File: src/rtl/dmem_arbiter.sv
// Two-master (CPU / DMA) arbiter for a single-ported data memory: IDLE -> ACCESS -> RESP per transaction.
// Optional round-robin arbitration on simultaneous requests: define DMEM_ARB_ROUND_ROBIN_EN.
module dmem_arbiter (
  input  logic        clk_i,
  input  logic        rst_i,
  input  logic        cpu_req_i,
  input  logic        cpu_we_i,
  input  logic [31:0] cpu_addr_i,
  input  logic [31:0] cpu_wdata_i,
  output logic [31:0] cpu_rdata_o,
  output logic        cpu_done_o,
  output logic        cpu_stall_o,
  input  logic        dma_req_i,
  input  logic        dma_we_i,
  input  logic [31:0] dma_addr_i,
  input  logic [31:0] dma_wdata_i,
  output logic [31:0] dma_rdata_o,
  output logic        dma_done_o,
  output logic [31:0] mem_addr_o,
  output logic [31:0] mem_wdata_o,
  output logic        mem_read_o,
  output logic        mem_write_o,
  input  logic [31:0] mem_data_i
);

  // Handshake: a requester raises req with we/addr/wdata and holds req until its
  // done pulses for one cycle; fields are sampled only at the granting IDLE edge,
  // and a req still high during RESP is arbitrated again as a new transaction.

  typedef enum logic [1:0] {
    ST_IDLE   = 2'd0,
    ST_ACCESS = 2'd1,
    ST_RESP   = 2'd2
  } state_e;

  state_e      state_q, state_d;
  logic        gnt_dma_q, gnt_dma_d;
  logic        we_q, we_d;
  logic [31:0] addr_q, addr_d;
  logic [31:0] wdata_q, wdata_d;
  logic [31:0] rdata_q, rdata_d;
  logic        any_req;
  logic        pick_dma;

  assign any_req = cpu_req_i | dma_req_i;

`ifdef DMEM_ARB_ROUND_ROBIN_EN
  logic last_dma_q, last_dma_d;

  // On contention, serve whichever master was not granted last.
  always_comb begin
    pick_dma = dma_req_i & (~cpu_req_i | ~last_dma_q);
  end

  always_comb begin
    last_dma_d = last_dma_q;
    if (state_q == ST_IDLE && any_req) begin
      last_dma_d = pick_dma;
    end
  end

  always_ff @(posedge clk_i or posedge rst_i) begin
    if (rst_i) begin
      last_dma_q <= 1'b1;
    end else begin
      last_dma_q <= last_dma_d;
    end
  end
`else
  always_comb begin
    pick_dma = dma_req_i & ~cpu_req_i;
  end
`endif

  always_comb begin
    state_d   = state_q;
    gnt_dma_d = gnt_dma_q;
    we_d      = we_q;
    addr_d    = addr_q;
    wdata_d   = wdata_q;
    rdata_d   = rdata_q;
    case (state_q)
      ST_IDLE: begin
        if (any_req) begin
          gnt_dma_d = pick_dma;
          we_d      = pick_dma ? dma_we_i    : cpu_we_i;
          addr_d    = pick_dma ? dma_addr_i  : cpu_addr_i;
          wdata_d   = pick_dma ? dma_wdata_i : cpu_wdata_i;
          state_d   = ST_ACCESS;
        end
      end
      ST_ACCESS: begin
        if (!we_q) begin
          rdata_d = mem_data_i;
        end
        state_d = ST_RESP;
      end
      ST_RESP: begin
        state_d = ST_IDLE;
      end
      default: begin
        state_d = ST_IDLE;
      end
    endcase
  end

  always_ff @(posedge clk_i or posedge rst_i) begin
    if (rst_i) begin
      state_q   <= ST_IDLE;
      gnt_dma_q <= 1'b0;
      we_q      <= 1'b0;
      addr_q    <= 32'h0;
      wdata_q   <= 32'h0;
      rdata_q   <= 32'h0;
    end else begin
      state_q   <= state_d;
      gnt_dma_q <= gnt_dma_d;
      we_q      <= we_d;
      addr_q    <= addr_d;
      wdata_q   <= wdata_d;
      rdata_q   <= rdata_d;
    end
  end

  // Outputs decode straight from registered state so an async reset drops them at once.
  always_comb begin
    mem_addr_o  = addr_q;
    mem_wdata_o = wdata_q;
    mem_read_o  = (state_q == ST_ACCESS) & ~we_q;
    mem_write_o = (state_q == ST_ACCESS) &  we_q;
    cpu_done_o  = (state_q == ST_RESP) & ~gnt_dma_q;
    dma_done_o  = (state_q == ST_RESP) &  gnt_dma_q;
    cpu_rdata_o = cpu_done_o ? rdata_q : 32'h0;
    dma_rdata_o = dma_done_o ? rdata_q : 32'h0;
    // Stall is masked during reset so every output reads 0 while rst_i is high.
    cpu_stall_o = cpu_req_i & ~cpu_done_o & ~rst_i;
  end

endmodule

File: config.mk
export PLATFORM = sky130hd
export DESIGN_NAME = dmem_arbiter
export DESIGN_NICKNAME = d
export VERILOG_FILES = /design/src/rtl/dmem_arbiter.sv
export SDC_FILE = /design/constraint.sdc
export NUM_CORES = 1
export LEC_CHECK = 0
export BUFFER_PORTS_ARGS = -buffer_cell sky130_fd_sc_hd__buf_4
export CAP_MARGIN = 40
export CORE_MARGIN = 5
export CORE_UTILIZATION = 45
export CTS_BUF_LIST = sky130_fd_sc_hd__clkbuf_4 sky130_fd_sc_hd__clkbuf_8
export DETAILED_ROUTE_END_ITERATION = 8
export PLACE_DENSITY = 0.82
export SLEW_MARGIN = 5
export SYNTH_ARGS = -nofsm -noshare
export SYNTH_HDL_FRONTEND = slang
export SYNTH_SLANG_ARGS = --single-unit
File: constraint.sdc
create_clock -name clk_i -period 4.8 [get_ports clk_i]
set_input_delay 0 -clock clk_i [delete_from_list [all_inputs] [get_ports clk_i]]
set_output_delay 0 -clock clk_i [all_outputs]
set_load 0.02 [all_outputs]
Yosys cells after proc, flatten, opt, wreduce, memory -nomap -nowiden
Index checks and enable logic that the tools add are counted.
{"block": "word_totals", "mem_bits_ro": 0, "wordCells": 32, "inputBits": 166, "out_inout_bits": 133, "latchBits": 0, "memories": 0, "ram_bits": 0, "ff_bits": 100}
{"block": "op_classes", "addsub": 0, "n_shift": 0, "div_mod_pow": 0, "n_bitwise": 13, "eq_ne": 3, "mux": 7, "reduce_logical": 3, "mul": 0, "magnitude_cmp": 0}
{"operator": "32-bit two-way mux", "n": 4}
{"operator": "1-bit AND", "n": 7}
{"operator": "1-bit inverter", "n": 5}
{"operator": "2-bit one-hot mux with 2 select lines", "n": 1}
{"operator": "2-bit AND reduction", "n": 2}
{"operator": "2-bit by 1-bit equality test with 1-bit output (second input constant)", "n": 1}
{"operator": "2-bit equality test (second input constant)", "n": 1}
{"operator": "2-bit logical NOT", "n": 1}
{"operator": "2-bit two-way mux", "n": 1}
{"operator": "2-bit inequality test (second input constant)", "n": 1}
{"operator": "1-bit two-way mux", "n": 1}
{"operator": "1-bit bitwise OR", "n": 1}

Longest topological paths before layout
Gate-level depths: netlist of run 1.
{"block": "depth", "word_depth": 5, "mapped_depth": 5}

Worst setup path after synthesis of run 1
OpenSTA, ideal clock, no wires.
{"block": "synth_path", "path_kind": "register to register", "startpoint": "reg state_q[0]", "endpoint": "reg addr_q[0] (netlist: mem_addr_o[0])", "setup_time_ps": 125, "path_buffers": 2, "stages_incl_launch_ff": 6, "arrival_ps": 1365, "path_slack_ps": 3311, "cell_sequence": "dfrtp_1 -> nor2_1 -> o21a_1 -> buf_4 -> buf_4 -> mux2_2"}
{"block": "synth_between", "elab_chain_cells": 2}
{"element": "from (decl)", "line_no": "36", "source": "state_e state_q, state_d;"}
{"element": "from (signal assigned)", "line_no": "116", "source": "state_q <= state_d;"}
{"element": "2-bit logical NOT", "line_no": "82", "source": "case (state_q)"}
{"element": "2-bit AND reduction (no line)"}
{"element": "to (signal assigned)", "line_no": "119", "source": "addr_q <= addr_d;"}
{"element": "to (decl)", "line_no": "39", "source": "logic [31:0] addr_q, addr_d;"}
No other way between the ends.
A chain may end at the register's enable or synchronous reset.

Worst setup path in the final report of run 1
{"block": "layout_path", "startpoint": "in cpu_req_i", "endpoint": "reg addr_q[18] (netlist: mem_addr_o[18])"}
{"block": "layout_between", "elab_chain_cells": 3}
{"element": "from (decl)", "line_no": "6", "source": "input logic cpu_req_i,"}
{"element": "1-bit inverter", "line_no": "71", "source": "pick_dma = dma_req_i & ~cpu_req_i;"}
{"element": "1-bit AND", "line_no": "71"}
{"element": "32-bit two-way mux", "line_no": "87", "source": "addr_d = pick_dma ? dma_addr_i : cpu_addr_i;"}
Parallel ways exist; a longest one is shown, timed or not.

==> results list, run 1 <==
- Synth area leaders: dfrtp_1 48%, mux2_2 22%, mux2_4 17%
- Worst Path Class, Setup: in2reg
- The number of failing hold endpoints at the final stage is 0.
- Clock skew on the completed layout was measured at 0.01258 ns.
- The initial antenna violation count was 0.
- In the synthesized netlist, the cells that appear most often are 103 x mux2_2, 100 x dfrtp_1, 65 x and2_1.
- Vias per std cell: 4.947
* Die Footprint: approximately 14,000 um^2
* Signal arrival time at the worst endpoint: ~2.8 ns
- Total Power: between 4000 and 5000 uW
* Post-synth top flop: dfrtp_1
- For this run, the number of Yosys warnings is 0.
* Startpoint of the lowest-slack register-to-register path: state_q[0]
* Number of synthesized register bits: 100
- Crit Path Max Fanout: 50
- F_max: approximately 400 MHz
* Critical Path RT: approximately 5.0 ns
- Via count of the first global-routing pass: around 5,200
* Top Ports: about 300
* Syn-to-layout area delta: 73.48%
- Number of distinct library cells after synthesis: 17
- Multiplexer cells account for 39.31% of the synthesized area.
- Detailed placement finished with a half-perimeter wire length of 11,490 um.
- Cells with a size suffix above 1 make up 62.04% of the layout.
- In the synthesized netlist the async set-or-reset flop fraction comes to between 90% and 100%.
- After routing, the total negative slack on setup checks comes to 0 ns.
* Largest net degree at the start of global routing: 60
- Crit. End Element: register
- # rows: 39
* Antenna diode instance count: 0
- Number of max-cap violations: 0
* Avg Synthesized Cell Area: 14.37 um^2
- Power density over the cells: about 520 nW/um^2
* Routability congestion estimate from global placement: about 0.77
* Final slew viol count: 0
- Share of synthesized cell area in full adder, half adder and majority cells: 0%
* First-pass GRT wire length: approximately 28,000 um
- Vias after detailed routing: 4,591
* Wire length per cell: 19.17 um
- Setup crit start: cpu_req_i
- Transition time of the tightest slew-check pin: approximately 0.9 ns
- By area, the combinational part of the netlist is dominated by multiplexers.
- The analysis attributes to cell leakage a power of 0.004388 uW.
* Post-CTS repair timing setup buffer count: 0
* Xor-xnor portion of the synthesized cell area: 0%
- Launch point of the worst hold path: dma_addr_i[26]
- Clock edge transition at the registers on the reported setup and hold paths: approximately 0.10 ns
- Most instantiated library cell after synthesis: mux2_2
* Worst IR Drop VDD: 280.2 uV
- Synthesis produced approximately 360 cells.
- For this configuration, the core starts out at a cell density of 45.77%.
* DRC violation total after the first TritonRoute iteration: between 150 and 200
* Status: finished, final reports clean
- Class of the worst hold path: in2reg
- TritonCTS created 9 clock buffers.
- The synthesized design devotes to its leading area cell type between 40% and 50% of total area.
- Clock tree from TritonCTS: done
* Slew HR: approximately two fifths
* Net total in the final layout: approximately 950
- The worst setup path is launched from an input pin.
- Horizontal die dimension: approximately 120 um
- Biggest area consumer among synthesized cells: dfrtp_1
* Filler cell count: ~640
- The synthesized netlist occupies a cell area of between 5000 and 6000 um^2.
* Synthesized-area fraction occupied by ao, oa, aoi and oai cells: less than 1%
- Total overflow reported by the global router: 0
- Clock tree synthesis found a total of 100 sinks.
- All-Layer GR Usage: approximately a quarter
* Post-route DRC violation count: 0
- Counting every net in the synthesized netlist gives 528.
- Clock network latency to the later pin of the worst-skew pair: between 0.3 and 0.4 ns
* Area of the core: ~11,000 um^2
- Setup violations remaining at the end of the flow were counted as 0.
- Clock root buffer: clkbuf_8
- The floorplan step set the die height to ~120 um.
- During placement, the flow inserted port buffers numbering between 200 and 300.
- The longest clock path from root to sink contains 2 buffers.
* Sequential share of the synthesized area: between 40% and 50%
* Number of nets with antenna violations after detailed routing: 0
- Post-synthesis share of cell area spent on and, or, nand and nor gates: just under 9%
- The routed design has 17,790 um of wire.
- Setup repair after global routing left no endpoint under its margin.
* Number of iterations in the first detailed-routing pass: 4
- Count of flip-flops with a built-in enable after synthesis: 0
- The final critical path takes up a little over half of the cycle.
- After layout, the minimum clock period comes to around 2.6 ns.
- The worst register-to-register path has a setup slack of roughly 2.4 ns.
* Number of levels in the clock H-tree: 3
where the power goes:
group / leakage [uW] / switching [uW] / total, uW / internal, uW
Sequential: 0.00117 / 287 / 1570 / 1280
Combinational: 0.00310 / 1190 / 2490 / 1300
Clock: 0.000111 / 292 / 601 / 309
Total: 0.00439 / 1770 / 4660 / 2900
flip-flops by register name (all words and copies together) (netlist names):
signal       flops
gnt_dma_q        1
mem_addr_o      32
mem_wdata_o     32
rdata_q         32
state_q          2
we_q             1
metal layers:
layer,share of wire [%],wire (um),global-route usage [%]
met1,36,6392,26.49
met2,53,9488,47.10
met3,7.5,1329,7.400
met4,3.2,577,9.606
met5,0,0,0
worst max-delay path, stage by stage:
cell and delay, ns:
dlygate4sd3_1 0.56, buf_4 0.16, nor2b_4 0.18, buf_4 0.32, buf_16 0.32, mux2_2 0.38, dlygate4sd3_1 0.58, mux2_2 0.28
through the flow:
stage	instances	cell area [um^2]	util [%]	worst slack, ns	hold slack (ns)
after floorplan	362	5204	-	2.181	0.08276
after global placement	783	7495	65.92	2.511	0.08499
after detailed placement	784	7522	66.16	2.454	0.09732
after CTS	926	9007	79.22	2.313	0.0002661
after global routing	928	9027	79.40	2.196	0.003657
final	928	9027	79.40	2.241	0.01972
what timing repair did:
item | 4_1_cts | 5_1_grt
hold endpoints to repair | 124 | 1
resized for setup | 0 | 0
hold buffers | 126 | 2
cells in the final DEF (no fill, tap or decap), drive strengths merged:
cell type / synthesis / layout
buf: 18 / 303
mux2: 162 / 162
dlygate4sd3: 0 / 128
dfrtp: 100 / 100
and2: 65 / 65
clkbuf: 6 / 11
nor2b: 3 / 3
a21oi: 2 / 2
bufinv: 0 / 2
nor3b: 2 / 2
inv: 1 / 2
nor2: 1 / 1
o21a: 1 / 1
and3b: 1 / 1
clkinvlp: 0 / 1
clkinv: 0 / 1
layout make-up:
| type | count | area [um^2] | share of cell area (%) |
|---|---|---|---|
| timing repair buffer | 431 | 3576 | 39.61 |
| sequential | 100 | 2502 | 27.72 |
| tap | 143 | 178.9 | 1.982 |
| clock buffer | 11 | 138.9 | 1.538 |
| multi-input combinational | 237 | 2540 | 28.14 |
| inverter | 1 | 6.256 | 0.06930 |
| clock inverter | 5 | 85.08 | 0.9425 |
cells by family (layout without fill, tap and decap cells):
logic type      count (synthesis)  count (layout)
mux                           162             162
flops                         100             100
simple gates                   72              72
buf+inv                        25             448
compound gates                  3               3
final timing paths:
check                                  end  depth (start not counted)
setup / recovery            mem_addr_o[18]                          8
hold / removal              mem_addr_o[26]                          3
setup reg to reg            mem_addr_o[20]                          4
hold reg to reg             mem_addr_o[25]                          1
max in group asynchronous  mem_wdata_o[18]                          4
min in group asynchronous      rdata_q[17]                          3
(Power assumes the default switching activity.)
==> run 2, diff against run 1 <==
- clock period: 4.8 -> 2.39 ns (I/O delays scaled with it)
==> results list, run 2 (synthesized netlist as in run 1, its figures left out) <==
- The count of routing violations after the opening detailed-route iteration came to 187 (was 180).
- The HPWL after detailed placement is 11,550 um (was 11,490 um).
- Final setup TNS: 0 ns (unchanged)
- The wire length of the first global-routing pass came to 27,630 um (was 28,060 um).
- Derived from the worst setup path, the maximum achievable clock frequency is between 400 and 500 MHz.
* Clock tree from TritonCTS: done (unchanged)
* Clock network fraction of design power: 12.9% (about the same)
* Type of origin of the critical path: input pin (unchanged)
* Slew HR: 41.74% (was 39.09%)
- Final slew viol count: 0 (unchanged)
- The buffer levels on the longest clock path is 2 (unchanged).
- Clock network latency to the later pin of the worst-skew pair: 0.36 ns (about the same)
- The number of buffers and inverters on the critical path came to 4 (was 5).
- The area enclosed by the die boundary was 13,810 um^2 (unchanged).
- The maximum resistive drop on vdd came to 677.7 uV (was 280.2 uV).
* Depth of the worst register-to-register path: 4 (unchanged)
- The iteration count of the initial detailed-routing pass was 4 (unchanged).
* Clock root buffer: clkbuf_8 (unchanged)
- The reported max-cap violation count is 0 (unchanged).
* Startpoint of the lowest-slack register-to-register path: state_q[0] (unchanged)
- The y dimension of the die was 117.5 um (unchanged).
* # clock sinks: 100 (unchanged)
- Crit Path Max Fanout: 13 (was 50)
- Total overflow reported by the global router: 0 (unchanged)
- Initial Util: 45.77% (unchanged)
* Worst hold path stage count: 3 (unchanged)
- # rows: 39 (unchanged)
- The CTS H-tree depth was 3 (unchanged).
- The total internal power is 5871 uW (was 2896 uW).
* Signal arrival time at the worst endpoint: 2.53 ns (was 2.80 ns)
- The number of input and output port buffers inserted came to 298 (unchanged).
- Critical Path RT: 2.64 ns (was 5.04 ns)
- Vias per std cell: 4.852 (was 4.947)
- The endpoint of the worst hold path was mem_addr_o[25] (was mem_addr_o[26]).
- CP max-delay cell: dlygate4sd3_1 (unchanged)
- Maximum cell stage delay along the critical path: 0.57 ns (was 0.58 ns)
- Period utilization: 95.12%
* Net Sw Power: 3561 uW (was 1768 uW)
- Fraction of power consumed by combinational cells: 53.7% (was 53.5%)
* Minimum setup slack among reg-to-reg paths: 0.62 ns (was 2.44 ns)
- Commonest non-fill, non-tap cells in the layout: 308 x buf_4, 137 x dlygate4sd3_1, 103 x mux2_2 (was 302 x buf_4, 128 x dlygate4sd3_1, 103 x mux2_2).
- Reg-to-reg critical path endpoint: mem_addr_o[20] (unchanged)
- Largest clock skew in the final design: 0.01484 ns (was 0.01258 ns)
- The startpoint of the worst hold path was cpu_addr_i[25] (was dma_addr_i[26]).
- Number of buffers added by the clock tree synthesis step: 9 (unchanged)
* Class of the worst hold path: in2reg (unchanged)
- Critical-path cell list: dlygate4sd3_1 -> buf_4 -> nor2b_4 -> buf_4 -> mux2_2 -> dlygate4sd3_1 -> mux2_2 (was dlygate4sd3_1 -> buf_4 -> nor2b_4 -> buf_4 -> buf_16 -> mux2_2 -> dlygate4sd3_1 -> mux2_2)
- The kind of capture point of the worst setup path was a register (unchanged).
- The maximum number of pins on one net before global-route repair was 53 (was 60).
* Post-route DRC violation count: 0 (unchanged)
- The core area came to 11,370 um^2 (unchanged).
* Placed Cells incl. Taps: 788 (was 784)
- The post-detailed-route count of antenna-violating nets came to 0 (unchanged).
* Routed WL: 17,690 um (was 17,790 um)
* Static leakage: 0.004469 uW (was 0.004388 uW)
- The count of endpoints failing setup in the final report was 0 (unchanged).
- All-Layer GR Usage: 24.85% (was 25.24%)
- Syn-to-layout area delta: 76.73% (was 73.48%)
- Layout Cells excl Fill: 945 (was 928)
- Routability congestion estimate from global placement: 0.8091 (was 0.7679)
- Top Family by Delay on Critical Path: buffers and inverters (unchanged)
* Top Ports: 299 (unchanged)
- Total Power: 9431 uW (was 4664 uW)
- The worst path needs ~2.3 ns of the cycle, external delays included.
- The initial antenna violation count came to 0 (unchanged).
- Filler cell count: 621 (was 639)
- The number of failing hold endpoints at the final stage is 0 (unchanged).
- The clock-pin slew of the registers on the worst-case setup and hold paths is 0.10 ns (about the same).
- Switching power as a share of total power: 37.76% (was 37.92%)
- The final antenna diode count came to 0 (unchanged).
* Via count of the first global-routing pass: 5,156 (was 5,192)
- The number of vias in the routed layout was 4,585 (was 4,591).
- The final-stage net count is 963 (was 946).
- Power density over the cells: 1026 nW/um^2 (was 516.6 nW/um^2)
- Most frequent standard cell in the layout excluding fill and tap cells: buf_4 (unchanged)
- The sequential share of power came to 33.4% (was 33.6%).
- The chip width was 117.5 um (unchanged).
- The share of layout cells above drive strength 1 came to 61.72% (was 62.04%).
* Worst Path Class, Setup: in2reg (unchanged)
* Status: finished, final reports clean (unchanged)
- The cell area after layout came to 9196 um^2 (was 9027 um^2).
* Transition time of the tightest slew-check pin: 0.8739 ns (was 0.9117 ns)
- The area of placed instances is 7571 um^2 (was 7522 um^2).
* Wire length per cell: 18.72 um (was 19.17 um)
- Unrepaired setup endpoints after global routing: false (unchanged).
-- run 2: changes by cell type in the layout (fill, tap and decap cells not counted), sizes merged --
cell and delta:
clkinv +1, buf +8, inv -1, dlygate4sd3 +9, clkbuf -1, clkinvlp +1
-- run 2: through the flow --
step	utilization, %	worst slack [ns]	hold WS, ns
global route	80.88	0.07012	0.004339
detailed placement	66.59	0.6145	0.04331
CTS	80.36	0.01907	0.0001421
global placement	66.59	0.6511	0.04630
finish	80.88	0.1166	0.009509
floorplan	-	0.9006	0.08276
-- run 2: area by class of cell --
type	instances	area, um^2	area share, %
well taps	143	178.9	1.946
clock buffers	10	137.6	1.497
multi-input cells	237	2540	27.62
clock inverters	6	86.33	0.9388
flip-flops and latches	100	2502	27.21
repair buffers	448	3744	40.71
inverters	1	7.507	0.08163
-- run 2: how the worst max path moves through the flow --
stage,end,cells after the start,from,slack [ns]
after floorplan,mem_addr_o[0],5,state_q[0],0.90
after global placement,mem_addr_o[28],4,state_q[0],0.65
after detailed placement,mem_wdata_o[21],4,state_q[0],0.61
after CTS,mem_addr_o[28],7,cpu_req_i,0.02
after global routing,mem_addr_o[28],7,cpu_req_i,0.07
final,mem_addr_o[28],7,cpu_req_i,0.12
-- run 2: power by group through the flow --
| stage | sequential, uW | combinational [uW] | clock [uW] |
|---|---|---|---|
| 2_1_floorplan | 3700 | 2270 | 0 |
| 3_3_place_gp | 3080 | 4710 | 0 |
| 3_5_place_dp | 3140 | 4800 | 0 |
| 4_1_cts | 3110 | 5020 | 1230 |
| 5_1_grt | 3250 | 5360 | 1320 |
| 6_report | 3150 | 5070 | 1220 |
-- run 2: what timing repair did --
item	CTS	global route
gates resized for setup	0	0
hold buffers	134	3
endpoints found under the hold margin	101	2
endpoints found under the setup margin	0	42
buffers inserted	0	4
-- run 2: worst register-to-register path, cell delays in order (launching register included) --
cell and delay, ns:
dfrtp_1 0.41, nor2_1 0.28, o21a_2 0.26, buf_4 0.32, mux2_2 0.39
-- run 2: routing by layer --
layer  vias to the layer above  share of wire [%]  global-route usage, %
li1                       2125                  -                      -
met1                      2208                 36                  26.94
met2                       219                 53                  46.00
met3                        33                7.9                  7.352
met4                         0                2.5                  8.100
met5                         -                  0                      0
